--- config.mk ---
export PLATFORM = sky130hd
export DESIGN_NAME = freq_bcd_counter
export DESIGN_NICKNAME = d
export VERILOG_FILES = /design/src/rtl/freq_bcd_counter.sv
export SDC_FILE = /design/constraint.sdc
export NUM_CORES = 1
export LEC_CHECK = 0
export CORE_ASPECT_RATIO = 0.7
export CORE_MARGIN = 2
export CORE_UTILIZATION = 35
export DETAILED_ROUTE_END_ITERATION = 16
export PLACE_DENSITY = 0.63
export SLEW_MARGIN = 30
export SYNTH_ARGS = -nofsm -noshare
export SYNTH_HDL_FRONTEND = slang
export SYNTH_SLANG_ARGS = --single-unit
--- constraint.sdc ---
create_clock -name clk -period 2.3 [get_ports clk]
set_input_delay 0.46 -clock clk [delete_from_list [all_inputs] [get_ports clk]]
set_output_delay 0.46 -clock clk [all_outputs]
set_load 0.01 [all_outputs]
--- src/rtl/freq_bcd_counter.sv ---
// Gated BCD frequency counter: counts synchronized fx rises while enabled, latches on Latch_EN rise.
// Latency fx->counter SYNC_STAGES+1 clks, no backpressure; `define FREQ_OVF_SATURATE_EN holds at all-9s on overflow.
module freq_bcd_counter #(
  parameter int DIGITS      = 6,
  parameter int SYNC_STAGES = 2
) (
  input  logic                clk,
  input  logic                rst,
  input  logic                fx,
  input  logic                Counter_EN,
  input  logic                Latch_EN,
  input  logic                Counter_Clr,
  output logic [4*DIGITS-1:0] bcd_out,
  output logic                over_flag,
  output logic                data_valid
);

  localparam int W = 4 * DIGITS;
  localparam logic [W-1:0] ALL_NINES = {DIGITS{4'h9}};

  logic [SYNC_STAGES-1:0] fx_sync_q, fx_sync_d;
  logic [SYNC_STAGES-1:0] en_sync_q, en_sync_d;
  logic [SYNC_STAGES-1:0] lat_sync_q, lat_sync_d;
  logic [SYNC_STAGES-1:0] clr_sync_q, clr_sync_d;
  logic                   fx_dly_q, fx_dly_d;
  logic                   lat_dly_q, lat_dly_d;
  logic [W-1:0]           counter_q, counter_d;
  logic                   ovf_q, ovf_d;
  logic [W-1:0]           bcd_q, bcd_d;
  logic                   over_q, over_d;
  logic                   valid_q, valid_d;

  logic fx_s, en_s, lat_s, clr_s;
  logic fx_rise, lat_rise;

  // Ripple BCD increment: each digit at 9 rolls to 0 and passes the carry upward.
  function automatic logic [W-1:0] bcd_inc(input logic [W-1:0] v);
    logic [W-1:0] r;
    logic         carry;
    r     = v;
    carry = 1'b1;
    for (int i = 0; i < DIGITS; i++) begin
      if (carry) begin
        if (v[4*i +: 4] == 4'd9) begin
          r[4*i +: 4] = 4'd0;
        end else begin
          r[4*i +: 4] = v[4*i +: 4] + 4'd1;
          carry       = 1'b0;
        end
      end
    end
    return r;
  endfunction

  always_comb begin
    fx_sync_d  = {fx_sync_q[SYNC_STAGES-2:0], fx};
    en_sync_d  = {en_sync_q[SYNC_STAGES-2:0], Counter_EN};
    lat_sync_d = {lat_sync_q[SYNC_STAGES-2:0], Latch_EN};
    clr_sync_d = {clr_sync_q[SYNC_STAGES-2:0], Counter_Clr};
  end

  assign fx_s     = fx_sync_q[SYNC_STAGES-1];
  assign en_s     = en_sync_q[SYNC_STAGES-1];
  assign lat_s    = lat_sync_q[SYNC_STAGES-1];
  assign clr_s    = clr_sync_q[SYNC_STAGES-1];
  assign fx_rise  = fx_s & ~fx_dly_q;
  assign lat_rise = lat_s & ~lat_dly_q;

  always_comb begin
    fx_dly_d  = fx_s;
    lat_dly_d = lat_s;
    counter_d = counter_q;
    ovf_d     = ovf_q;
    bcd_d     = bcd_q;
    over_d    = over_q;
    valid_d   = 1'b0;

    // Clear dominates, including the illegal overlap with the gate window.
    if (clr_s) begin
      counter_d = '0;
      ovf_d     = 1'b0;
    end else if (en_s && fx_rise) begin
      if (counter_q == ALL_NINES) begin
        ovf_d = 1'b1;
`ifdef FREQ_OVF_SATURATE_EN
        counter_d = ALL_NINES;
`else
        counter_d = '0;
`endif
      end else begin
        counter_d = bcd_inc(counter_q);
      end
    end

    // Capture the registered count, so a same-clk count edge lands only in the counter.
    if (lat_rise) begin
      bcd_d   = counter_q;
      over_d  = ovf_q;
      valid_d = 1'b1;
    end
  end

  always_ff @(posedge clk) begin
    if (rst) begin
      fx_sync_q  <= '0;
      en_sync_q  <= '0;
      lat_sync_q <= '0;
      clr_sync_q <= '0;
      fx_dly_q   <= 1'b0;
      lat_dly_q  <= 1'b0;
      counter_q  <= '0;
      ovf_q      <= 1'b0;
      bcd_q      <= '0;
      over_q     <= 1'b0;
      valid_q    <= 1'b0;
    end else begin
      fx_sync_q  <= fx_sync_d;
      en_sync_q  <= en_sync_d;
      lat_sync_q <= lat_sync_d;
      clr_sync_q <= clr_sync_d;
      fx_dly_q   <= fx_dly_d;
      lat_dly_q  <= lat_dly_d;
      counter_q  <= counter_d;
      ovf_q      <= ovf_d;
      bcd_q      <= bcd_d;
      over_q     <= over_d;
      valid_q    <= valid_d;
    end
  end

  assign bcd_out    = bcd_q;
  assign over_flag  = over_q;
  assign data_valid = valid_q;

endmodule

==> flow_metrics.py <==
metrics = {
    "status": {
        "status": "finished, final reports clean",
    },
    "synth": {
        "postSynthAreaPerCell_um2": 8.525,
        "synth_cell_types": 36,
        "ys_warn_count": 0,
        "synthArstFlopShare_pct": 0,
        "synthCells": 295,
        "ys.flop_type": "dfxtp_1",
        "ys_seq_elements": 61,
        "syn_area_mm2": 0.002515,
        "synth-seq-area-share_pct": 48.56,
        "synth_nets": 313,
        "synth_edf_count": 0,
    },
    "worst_setup_path": {
        "cp-end-kind": "flop",
        "critical_path.max_fanout": 19,
        "worst-setup-path-type": "flop to flop",
        "crit_arrival_ns": 2.32,
        "worst_ep_required_time_ns": 2.56,
        "worstSetupStartpointType": "flop",
    },
    "place": {
        "place.gp.congestion": 0.8457,
        "io_buffers": 31,
        "placed_cell_area_mm2": 0.002922,
        "place_hpwl_um": 3413,
    },
    "power": {
        "peakVddDrop_mv": 0.3299,
        "power_leakage_nw": 1.094,
        "p_per_area_mw_per_mm2": 637.6,
    },
    "die": {
        "fp.coreArea_mm2": 0.006850,
        "fp.dieH_um": 74.92,
        "start_util_pct": 36.71,
        "dieArea_mm2": 0.007890,
        "die_x_um": 105.3,
        "rows": 25,
        "ios": 32,
    },
    "global_routing": {
        "grt_max_degree": 37,
        "antenna_found_initial": 0,
        "overflow": 0,
        "grt_pass1_vias": 1943,
        "grt.total_usage_pct": 14.47,
        "grt_pass1_wl_um": 8935,
    },
    "finish": {
        "fillCellCount": 680,
        "design_area_mm2": 0.003099,
        "antenna_cells": 0,
        "area_delta_synth_final_pct": 23.23,
        "multi_input_comb_area_mm2": 0.001185,
        "nets": 343,
        "seq_area_mm2": 0.001221,
        "fin_util_pct": 45.24,
        "drive_gt1_share_pct": 6.383,
    },
    "timing": {
        "setup_viol": 0,
        "hold_slack_ns": 0.4353,
        "fin_crit_ns": 2.063,
        "timing.final.crit_share_pct": 89.70,
        "setup-tns-final_ns": 0,
        "relSlewSlack_pct": 78.04,
        "maxSlewViolCount": 0,
        "max_freq_ghz": 0.4847,
        "tightest_slew_ns": 0.3294,
        "clock_skew_ns": 0.006044,
        "hold_viol": 0,
        "rsz0062_at_grt": "no",
    },
    "detailed_routing": {
        "final_antenna_net_count": 0,
        "finalWirelength_um": 5137,
        "wl_per_cell_um": 12.14,
        "via_per_inst": 4.846,
        "vias": 2050,
        "drtIter0Drc": 78,
        "firstDrtPassIters": 6,
        "drcViolationCount": 0,
    },
    "clock_network": {
        "root_buffer": "clkbuf_8",
        "numClockSinks": 61,
        "holdBufCountCts": 0,
        "cts_htree_levels": 3,
        "ctsResizeCount": 0,
        "clockBufferDepth": 2,
        "clkLatencyLatePin_ns": 0.33,
        "cts_buffers": 9,
        "tritoncts": "done",
        "post-cts-setup-buffer-count": 0,
        "clkTransAtPathRegs_ns": 0.06,
    },
    "min_path": {
        "hold_class": "flop to flop",
    },
    "job": {
        "cap_violations": 0,
    },
}
-- per-layer routing --
layer | global-route usage (%) | up-vias | share of wire [%]
met1 | 18.63 | 944 | 51
met5 | 0 | - | 0
li1 | - | 1058 | -
met4 | 4.444 | 0 | 0.49
met3 | 6.320 | 4 | 5.0
met2 | 22.22 | 44 | 44
-- worst paths after layout --
| check | from | depth (start not counted) | end | slack (ns) |
|---|---|---|---|---|
| setup reg to reg | counter_q[4] | 5 | counter_q[21] | 0.24 |
| hold reg to reg | en_sync_q[0] | 1 | en_sync_q[1] | 0.44 |
| setup / recovery | counter_q[4] | 5 | counter_q[21] | 0.24 |
| hold / removal | en_sync_q[0] | 1 | en_sync_q[1] | 0.44 |
-- critical path, stage by stage (launching register included) --
cell	delay, ns
dfxtp_1	0.42
ha_1	0.20
and3b_1	0.34
nand4_4	0.29
or4_1	0.58
a21oi_1	0.17
-- through the flow --
stage	worst slack, ns	std cells	total power (W)
2_1_floorplan	0.6378	295	0.001125
4_1_cts	0.2361	423	0.002007
3_3_place_gp	0.3807	408	0.001152
6_report	0.2369	423	0.001976
3_5_place_dp	0.2564	408	0.001153
5_1_grt	0.1092	423	0.002066
-- where the power goes --
| part | internal, W | total (W) | switching, W | leakage (nW) |
|---|---|---|---|---|
| Clock | 0.000473 | 0.000848 | 0.000375 | 0.0926 |
| Combinational | 0.0000238 | 0.0000604 | 0.0000366 | 0.508 |
| Sequential | 0.00106 | 0.00107 | 0.00000306 | 0.493 |
| Total | 0.00156 | 0.00198 | 0.000415 | 1.09 |
-- cells by family (layout without fill, tap and decap cells) --
| kind of cell | after synthesis | in the layout | synth area share [%] |
|---|---|---|---|
| muxes | 2 | 2 | 0.7961 |
| adders and majority gates | 12 | 12 | 5.970 |
| DFF | 61 | 61 | 48.56 |
| buffers and inverters | 26 | 60 | 4.328 |
| and+or+nand+nor | 130 | 130 | 26.02 |
| AOI/OAI and AO/OA | 59 | 59 | 12.59 |
| xor gates and xnor gates | 5 | 5 | 1.741 |
-- layout make-up --
cell class | instances | share of cell area [%]
flip-flops and latches | 61 | 39.40
multi-input cells | 208 | 38.23
clock buffers | 14 | 5.571
well taps | 94 | 3.795
inverters | 8 | 0.9689
clock inverters | 1 | 0.1615
repair buffers | 37 | 11.87
-- synth_stat cells, drive strengths merged, types with 4 or more instances --
| master | n | share of area (%) |
|---|---|---|
| a21oi | 41 | 8.2 |
| and3b | 6 | 2.1 |
| buf | 6 | 1.3 |
| clkbuf | 12 | 1.8 |
| dfxtp | 61 | 49 |
| ha | 12 | 6.0 |
| inv | 8 | 1.2 |
| nand2 | 63 | 9.4 |
| nand3 | 5 | 0.99 |
| nand4 | 4 | 1.6 |
| nor2 | 13 | 1.9 |
| nor2b | 13 | 3.2 |
| nor3 | 4 | 0.80 |
| o21ai | 10 | 2.0 |
| or3 | 6 | 1.5 |
| or4 | 5 | 1.5 |
| xor2 | 4 | 1.4 |
-- registers in the layout, summed over array words and instances, names as in the netlist --
signal and count:
over_flag 1, fx_sync_q 2, en_sync_q 2, clr_sync_q 2, lat_dly_q 1, lat_sync_q 2
data_valid 1, bcd_out 24, fx_dly_q 1, counter_q 24, ovf_q 1
-- cells in the final DEF, fill, tap and decap left out, types with 2 or more instances in the layout --
cell	count
nand2_1	63
dfxtp_1	61
xor2_1	4
buf_4	5
mux2i_1	2
inv_1	8
nand4_1	3
or4_1	5
or3_1	6
a31oi_1	3
and3b_1	6
nor2_1	13
nor3_1	4
nand3_1	5
and2_1	2
ha_1	12
nor2b_1	13
nand3b_1	3
a21oi_1	41
clkdlybuf4s50_1	31
clkbuf_1	2
o21ai_0	9
nor4_1	2
clkbuf_8	12
Note: power is estimated with default switching activity, not from simulation.
